==> src/rtl/capture_seq_ctrl.sv <==
`default_nettype none
// ============================================================================
// Module   : capture_seq_ctrl
// Purpose  : Capture-run sequencer: burst write, idle gap, packet readout,
//            with MDIO debug reads sharing the capture-memory read port.
// Revision : 1.0 - initial release
// ============================================================================
module capture_seq_ctrl #(
    parameter int ADDR_W = 15,
    parameter int RD_LAT = 1
) (
    input  logic              clk_200m,
    input  logic              rst_200m,
    input  logic              rf_capture_mode,
    input  logic              rf_capture_start,
    input  logic              rf_capture_again,
    input  logic              rf_96path_en,
    input  logic [1:0]        rf_pkt_data_length,
    input  logic [15:0]       rf_pkt_idle_length,
    input  logic              rf_mdio_read_pulse,
    input  logic [ADDR_W-1:0] rf_mdio_memory_addr,
    output logic              mem_wr_en,
    output logic [ADDR_W-1:0] mem_wr_addr,
    output logic              mem_rd_en,
    output logic [ADDR_W-1:0] mem_rd_addr,
    output logic              mem_rd_src,
    output logic              grp_sel,
    output logic              pkt_valid,
    output logic              pkt_sop,
    output logic              pkt_eop,
    output logic              mdio_rd_done,
    output logic              busy,
    output logic              done
);

    localparam logic [2:0] c_st_idle    = 3'd0;
    localparam logic [2:0] c_st_capture = 3'd1;
    localparam logic [2:0] c_st_gap     = 3'd2;
    localparam logic [2:0] c_st_read    = 3'd3;
    localparam logic [2:0] c_st_done    = 3'd4;

    localparam logic [ADDR_W-1:0] c_last_1k  = ADDR_W'(1023);
    localparam logic [ADDR_W-1:0] c_last_4k  = ADDR_W'(4095);
    localparam logic [ADDR_W-1:0] c_last_16k = ADDR_W'(16383);
    localparam logic [ADDR_W-1:0] c_last_32k = ADDR_W'(32767);

    logic [2:0]        r_state;
    logic              r_start_q, r_again_q;
    logic [1:0]        r_len;
    logic [15:0]       r_idle;
    logic              r_grp_sel;
    logic [ADDR_W-1:0] r_wr_addr, r_rd_ctr, r_rd_addr, r_mdio_addr;
    logic [15:0]       r_gap_cnt;
    logic              r_mdio_pend;
    logic              r_wr_en, r_rd_en, r_rd_src, r_busy, r_done;
    logic [RD_LAT-1:0] r_pv, r_ps, r_pe, r_md;

    logic              w_start_edge, w_again_edge, w_abort, w_latch;
    logic              w_mdio_take, w_stream_rd;
    logic [ADDR_W-1:0] w_last, w_wr_nxt, w_rd_nxt;
    logic [15:0]       w_gap_load, w_gap_nxt;
    logic [2:0]        w_state_nxt;

    assign w_start_edge = rf_capture_start & ~r_start_q;
    assign w_again_edge = rf_capture_again & ~r_again_q;
    assign w_abort      = ~rf_capture_start & (r_state != c_st_idle);
    assign w_mdio_take  = rf_mdio_read_pulse & ~r_mdio_pend;
    assign w_stream_rd  = r_rd_en & ~r_rd_src;
    assign w_gap_load   = (r_idle == 16'd0) ? 16'd1 : r_idle;

    always_comb begin
        case (r_len)
            2'b00:   w_last = c_last_1k;
            2'b01:   w_last = c_last_4k;
            2'b10:   w_last = c_last_16k;
            default: w_last = c_last_32k;
        endcase
    end

    // A pending MDIO read owns the current read slot, so the stream counter holds.
    always_comb begin
        w_state_nxt = r_state;
        w_wr_nxt    = r_wr_addr;
        w_rd_nxt    = r_rd_ctr;
        w_gap_nxt   = r_gap_cnt;
        w_latch     = 1'b0;
        if (w_abort) begin
            w_state_nxt = c_st_idle;
        end else begin
            case (r_state)
                c_st_idle: begin
                    if (w_start_edge) begin
                        w_latch     = 1'b1;
                        w_state_nxt = c_st_capture;
                        w_wr_nxt    = '0;
                    end
                end
                c_st_capture: begin
                    if (r_wr_addr == w_last) begin
                        w_state_nxt = c_st_gap;
                        w_gap_nxt   = w_gap_load;
                        w_rd_nxt    = '0;
                    end else begin
                        w_wr_nxt = r_wr_addr + 1'b1;
                    end
                end
                c_st_gap: begin
                    if (r_gap_cnt <= 16'd1) w_state_nxt = c_st_read;
                    else                    w_gap_nxt   = r_gap_cnt - 16'd1;
                end
                c_st_read: begin
                    if (!r_mdio_pend) begin
                        if (r_rd_ctr == w_last) begin
                            if (rf_capture_mode) begin
                                w_state_nxt = c_st_capture;
                                w_wr_nxt    = '0;
                            end else begin
                                w_state_nxt = c_st_done;
                            end
                        end else begin
                            w_rd_nxt = r_rd_ctr + 1'b1;
                        end
                    end
                end
                c_st_done: begin
                    if (w_start_edge || w_again_edge) begin
                        w_latch     = 1'b1;
                        w_state_nxt = c_st_capture;
                        w_wr_nxt    = '0;
                    end
                end
                default: w_state_nxt = c_st_idle;
            endcase
        end
    end

    always_ff @(posedge clk_200m) begin
        if (rst_200m) begin
            r_state     <= c_st_idle;
            r_start_q   <= 1'b1;
            r_again_q   <= 1'b1;
            r_len       <= '0;
            r_idle      <= '0;
            r_grp_sel   <= 1'b0;
            r_wr_addr   <= '0;
            r_rd_ctr    <= '0;
            r_rd_addr   <= '0;
            r_mdio_addr <= '0;
            r_gap_cnt   <= '0;
            r_mdio_pend <= 1'b0;
            r_wr_en     <= 1'b0;
            r_rd_en     <= 1'b0;
            r_rd_src    <= 1'b0;
            r_busy      <= 1'b0;
            r_done      <= 1'b0;
            r_pv        <= '0;
            r_ps        <= '0;
            r_pe        <= '0;
            r_md        <= '0;
        end else begin
            r_start_q <= rf_capture_start;
            r_again_q <= rf_capture_again;
            r_state   <= w_state_nxt;
            r_wr_addr <= w_wr_nxt;
            r_rd_ctr  <= w_rd_nxt;
            r_gap_cnt <= w_gap_nxt;
            if (w_latch) begin
                r_len     <= rf_pkt_data_length;
                r_idle    <= rf_pkt_idle_length;
                r_grp_sel <= rf_96path_en;
            end
            r_mdio_pend <= w_mdio_take;
            if (w_mdio_take) r_mdio_addr <= rf_mdio_memory_addr;

            // Outputs are registered from next-state values so they line up with r_state.
            r_wr_en   <= (w_state_nxt == c_st_capture);
            r_rd_en   <= w_mdio_take | (w_state_nxt == c_st_read);
            r_rd_src  <= w_mdio_take;
            r_rd_addr <= w_mdio_take ? rf_mdio_memory_addr : w_rd_nxt;
            r_busy    <= (w_state_nxt == c_st_capture) || (w_state_nxt == c_st_gap) ||
                         (w_state_nxt == c_st_read);
            r_done    <= (w_state_nxt == c_st_done);

            for (int i = 1; i < RD_LAT; i++) r_md[i] <= r_md[i-1];
            r_md[0] <= r_rd_en & r_rd_src;
            if (w_abort) begin
                r_pv <= '0;
                r_ps <= '0;
                r_pe <= '0;
            end else begin
                for (int i = 1; i < RD_LAT; i++) begin
                    r_pv[i] <= r_pv[i-1];
                    r_ps[i] <= r_ps[i-1];
                    r_pe[i] <= r_pe[i-1];
                end
                r_pv[0] <= w_stream_rd;
                r_ps[0] <= w_stream_rd & (r_rd_addr == '0);
                r_pe[0] <= w_stream_rd & (r_rd_addr == w_last);
            end
        end
    end

    assign mem_wr_en    = r_wr_en;
    assign mem_wr_addr  = r_wr_addr;
    assign mem_rd_en    = r_rd_en;
    assign mem_rd_addr  = r_rd_addr;
    assign mem_rd_src   = r_rd_src;
    assign grp_sel      = r_grp_sel;
    assign pkt_valid    = r_pv[RD_LAT-1];
    assign pkt_sop      = r_ps[RD_LAT-1];
    assign pkt_eop      = r_pe[RD_LAT-1];
    assign mdio_rd_done = r_md[RD_LAT-1];
    assign busy         = r_busy;
    assign done         = r_done;

endmodule
`default_nettype wire

==> config.mk <==
export PLATFORM = sky130hd
export DESIGN_NAME = capture_seq_ctrl
export DESIGN_NICKNAME = d
export VERILOG_FILES = /design/src/rtl/capture_seq_ctrl.sv
export SDC_FILE = /design/constraint.sdc
export NUM_CORES = 1
export LEC_CHECK = 0
export ABC_CLOCK_PERIOD_IN_PS = 2800
export CAP_MARGIN = 20
export CORE_UTILIZATION = 40
export DETAILED_ROUTE_END_ITERATION = 10
export SYNTH_ARGS = -nofsm -noshare
export SYNTH_HDL_FRONTEND = slang
export SYNTH_SLANG_ARGS = --single-unit
==> constraint.sdc <==
create_clock -name clk_200m -period 2.8 [get_ports clk_200m]
set_input_delay 0.56 -clock clk_200m [delete_from_list [all_inputs] [get_ports clk_200m]]
set_output_delay 0.56 -clock clk_200m [all_outputs]
set_load 0.01 [all_outputs]
* Word level (Yosys, flattened, before mapping)
Index checks and enable logic that the tools add are counted.
** Word-level totals
- Bits in registers :: 94
- Bits of input ports :: 40
- Output and inout port bits :: 40
- Logic and storage cells :: 102
** Cells by class
- $add $sub $neg :: 3
- $lt $le $gt $ge :: 1
- Equality and inequality tests :: 21
- Multiplexer cells :: 31
- Bitwise operators :: 14
- Reductions and logical operators :: 13
** Operators by type and width (number)
- 15-bit two-way mux :: 11
- 15-bit case mux with 4 select lines :: 1
- 16-bit two-way mux :: 3
- 15-bit == test :: 3
- 15-bit case mux with 3 select lines :: 1
- 16-bit case mux with 2 select lines :: 1
- 15-bit by 1-bit adder with 15-bit output (second input constant) :: 2
- 15-bit case mux with 2 select lines :: 1
- 3-bit two-way mux :: 8
- 16-bit by 1-bit less-or-equal comparator with 1-bit output (second input constant) :: 1
- 16-bit logical NOT :: 1
- 2-bit inequality test (second input constant) :: 8
- 16-bit by 1-bit subtractor with 16-bit output (second input constant) :: 1
- 15-bit logical NOT :: 1
- 3-bit case mux with 5 select lines :: 1
- 3-bit by 2-bit == test with 1-bit output (second input constant) :: 4
- 1-bit bitwise AND :: 8
- 8-bit AND reduction :: 1
- 3-bit by 1-bit == test with 1-bit output (second input constant) :: 2
- 3-bit == test (second input constant) :: 2
- 1-bit NOT :: 5
- 4-bit AND reduction :: 1
- 4-bit nonzero test :: 1
- 3-bit logical NOT :: 1
- other kinds (10) :: 14

* Depth between registers and ports, before layout
- Depth after elaboration :: 10
- Mapped depth :: 9

* Worst setup path before layout
Ideal clock, no wire load.
- Path kind :: input -> register
- Start point :: in rf_capture_start
- End point :: reg r_wr_addr[11] (netlist: mem_wr_addr[11])
- Data arrival time :: 2.267 ns
- Required time :: 2.730 ns
- Setup slack :: 0.463 ns
- Stages on the path :: 8
- Path buffers :: 2
- Cell sequence :: clkbuf_1 -> and4bb_2 -> o21ai_1 -> a2111oi_4 -> a211oi_1 -> buf_2 -> or4_1 -> a21oi_1
** Between the ends
- Cells in the longest elaborated chain, start to end :: 4
** RTL lines
- from (decl) :: RTL line 15 : input logic rf_capture_start,
- 1-bit bitwise AND or 1-bit NOT (tied branches) :: RTL line 64, 66
- 1-bit logical OR or 1-bit bitwise AND (tied branches) :: RTL line 126, 66
- 2-bit inequality test (no line) or 1-bit NOT (tied branches)
- 8-bit AND reduction (no line) (*)
- to (signal assigned) :: RTL line 164 : r_wr_addr <= w_wr_nxt;
- to (decl) :: RTL line 52 : logic [ADDR_W-1:0] r_wr_addr, r_rd_ctr, r_rd_addr, r_mdio_addr;
Every way passes the cells marked *; elsewhere a longest branch is shown, timed or not.
A chain may end at the register's enable or synchronous reset.

* Final worst setup path
- Start point :: in rf_capture_start
- End point :: reg r_wr_addr[13] (netlist: mem_wr_addr[13])
The elaborated chain is that of the path after synthesis.

==> flow_summary_export.csv <==
group,metric,value,unit
outcome,outcome,"finished with violations",
outcome,violations,"design-rule violations",
synthesis,syn_area,4810,um^2
floorplanning,die_h,112,um
setup_path,critPathTopFamily,"compound AO/OA/AOI/OAI gates",
setup_path,critPathLaunchType,"input port",
power_and_ir_drop,p_sw_frac,0.235,
cells_and_area,design_area,6110,um^2
hold_path,hold_path_class,"flop to flop",
clock_network,clk_latency,0.35,ns
timing,max_freq,397,MHz
setup_path,crit_top_cell,"a21oi_1",
synthesis,async_flop_share,0,
setup_path,slowest_delay,0.55,ns
timing,setup_viol,0,
clock_network,root_buffer,"clkbuf_16",
synthesis,synthFlopType,"dfxtp_1",
synthesis,syn_area_per_cell,8.22,um^2
floorplanning,die_area,12500,um^2
floorplanning,die_w,112,um
clock_network,cts_tree,"done",
clock_network,ctsResizeCount,0,
synthesis,ys_ff_latch,94,
cells_and_area,drive_gt1_frac,0.0973,
timing,setup_tns,0,ns
power_and_ir_drop,p_seq_frac,0.481,
route,drc,6,
synthesis,synth_nets,630,
timing,rsz0062_at_grt,"false",
route,wl_per_cell,16.8,um
power_and_ir_drop,p_leak,2.13,nW
floorplanning,ioPinCount,80,
power_and_ir_drop,ir_drop,323,uV
power_and_ir_drop,p_comb_frac,0.100,
clock_network,clock_sinks,94,
route,first_pass_iters,8,
floorplanning,core_area,11600,um^2
route,ant_nets,0,
floorplanning,start_util,0.416,
cells_and_area,n_fill_cell,1128,
timing,slew_violations,0,
cells_and_area,syn_to_final_growth,26.9,%
setup_path,critPathKind,"input port to flop",
placement,place.gp.congestion,0.871,
route,drt_iter0_drc,418,
cells_and_area,final_common_cell,"dfxtp_1",
grt,grt_first_pass_wirelength,22.9,mm
synthesis,synth_cell_types,71,
timing,fin_hold_ws,0.473,ns
clock_network,path_clk_slew,0.06,ns
grt,grt_usage,0.228,
route,vias_per_cell,5.92,
timing,hold_viol,0,
setup_path,endpoint_kind,"flop",
synthesis,yosys_warnings,0,
clock_network,hold_buffers,0,
clock_network,cts_max_level,3,
power_and_ir_drop,p_per_area,476,nW/um^2
route,vias,4805,
setup_path,cp_max_fo,10,
cells_and_area,mostFrequentLayoutCells,"dfxtp_1 (94), clkdlybuf4s50_1 (78), nand2_1 (58), nor2_1 (55)",
timing,slew-limit-headroom,0.549,
clock_network,post_cts_buffers,0,
cells_and_area,utilization,0.529,
placement,port_buffers,79,
power_and_ir_drop,intPower,2.23,mW
setup_path,worstPathRequired,3.08,ns
grt,overflow,0,
clock_network,cts_buffers,9,
setup_path,critPathSlowestCell,"clkdlybuf4s50_1",
setup_path,worstPathCellList,"clkdlybuf4s50_1 -> nor4b_1 -> a21oi_1 -> a2111oi_4 -> a211oi_2 -> buf_4 -> or4_1 -> a21oi_1",
floorplanning,rows,39,
power_and_ir_drop,p_clk_frac,0.419,
setup_path,cp.arrival,2.80,ns
setup_path,crit_buf_inv,2,
power_and_ir_drop,power_switching,0.684,mW
placement,dpl_cell_area,5820,um^2
synthesis,yosysSeqAreaShare,0.391,
synthesis,netlist_instances,586,
grt,antenna_found_initial,0,
power_and_ir_drop,power,2.91,mW
clock_network,clockBufferDepth,2,
route,wirelength,13.6,mm
grt,grt_max_degree,27,
timing,finalCritPeriodShare,0.900,
grt,grt_pass1_vias,4545,
timing,period_needed,2.52,ns
cells_and_area,final_nets,708,
timing,skew,0.00574,ns
synthesis,synth_edf_count,0,
cells_and_area,antennaDiodeCount,0,
placement,hpwl,9.99,mm
run,maxCapViolCount,0,
timing,worst_slew_pin_slew,0.676,ns
==> stage by stage <==
| step | setup slack [ns] | cells |
|---|---|---|
| after global placement | -0.00478 | 796 |
| after floorplan | 0.463 | 586 |
| after CTS | 0.297 | 811 |
| final | 0.281 | 811 |
| after global routing | 0.158 | 811 |
| after detailed placement | -0.0639 | 796 |
==> worst reg2reg max path: stages (launching register included) <==
cell and delay, ns:
dfxtp_1 0.36, or4_1 0.65, or4_4 0.51, o31ai_4 0.31, a21oi_2 0.13, buf_4 0.21
a21oi_1 0.14, a211oi_1 0.06
==> routing by layer <==
metal	vias to the layer above	track usage	part of all wire	wire, um
met1	2335	0.305	0.47	6400
met3	11	0.0441	0.041	564
li1	2342	-	-	-
met2	117	0.366	0.47	6470
met4	0	0.0766	0.013	183
met5	-	0	0	0
==> state kept, by name, indices dropped and copies added, names as in the netlist, 2 cells and up <==
| signal | cells |
|---|---|
| r_gap_cnt | 16 |
| r_idle | 16 |
| mem_rd_addr | 15 |
| mem_wr_addr | 15 |
| r_rd_ctr | 15 |
| r_state | 3 |
| r_len | 2 |
==> power by group through the flow <==
stage          Clock (mW)  Combinational, mW  Sequential, mW
4_1_cts              1.26              0.294            1.40
5_1_grt              1.31              0.319            1.40
3_3_place_gp            0              0.289            1.43
6_report             1.22              0.292            1.40
2_1_floorplan           0              0.146            1.43
3_5_place_dp            0              0.293            1.43
==> worst paths after layout <==
path                     from  depth (start not counted)  slack [ns]         endpoint
max          rf_capture_start                          8        0.28  mem_wr_addr[13]
min             r_gap_cnt[11]                          2        0.47    r_gap_cnt[11]
max reg2reg      r_gap_cnt[8]                          7        0.31    r_gap_cnt[12]
min reg2reg     r_gap_cnt[11]                          2        0.47    r_gap_cnt[11]
==> logic make-up (layout without fill, tap and decap cells) <==
logic type / after synthesis / count (layout) / share of synthesized area
buf+inv: 50 / 132 / 0.0457
mux: 20 / 20 / 0.0416
flops: 94 / 94 / 0.391
fa+ha+maj: 5 / 5 / 0.0125
simple gates: 235 / 235 / 0.252
xor+xnor: 2 / 2 / 0.00364
compound gates: 180 / 180 / 0.254
==> synthesized netlist by cell type (3+ instances only) <==
library cell  instances  area (um^2)
a211oi_1             15          113
a21oi_1              50          250
a311oi_1              3         26.3
a31oi_1              10         62.6
and2_1                6         37.5
and3_1                9         56.3
and4_1                4         35.0
buf_2                 8         40.0
buf_6                 3         33.8
clkbuf_1             25         93.8
dfxtp_1              94         1880
ha_1                  4         50.1
inv_1                13         48.8
mux2i_1              20          200
nand2_1              58          218
nand3_1              18         90.1
nand4_1               9         56.3
nor2_1               55          206
nor2b_1               5         31.3
nor3_1               19         95.1
nor3b_1               5         37.5
nor4_1               12         75.1
o21a_1                3         22.5
o21ai_0              49          245
o22ai_1               3         18.8
o31ai_1               7         52.6
or2_2                 5         31.3
or3_1                11         68.8
or4_1                 6         45.0
==> cell type report <==
type / count / area, um^2 / area share
Tap cell: 143 / 179 / 0.0293
Clock inverter: 4 / 47.5 / 0.00778
Timing Repair Buffer: 104 / 986 / 0.161
Multi-Input combinational cell: 442 / 2730 / 0.446
Sequential cell: 94 / 1880 / 0.308
Clock buffer: 11 / 243 / 0.0397
Inverter: 13 / 48.8 / 0.00798
No activity file was read; power rests on OpenSTA's default activity.
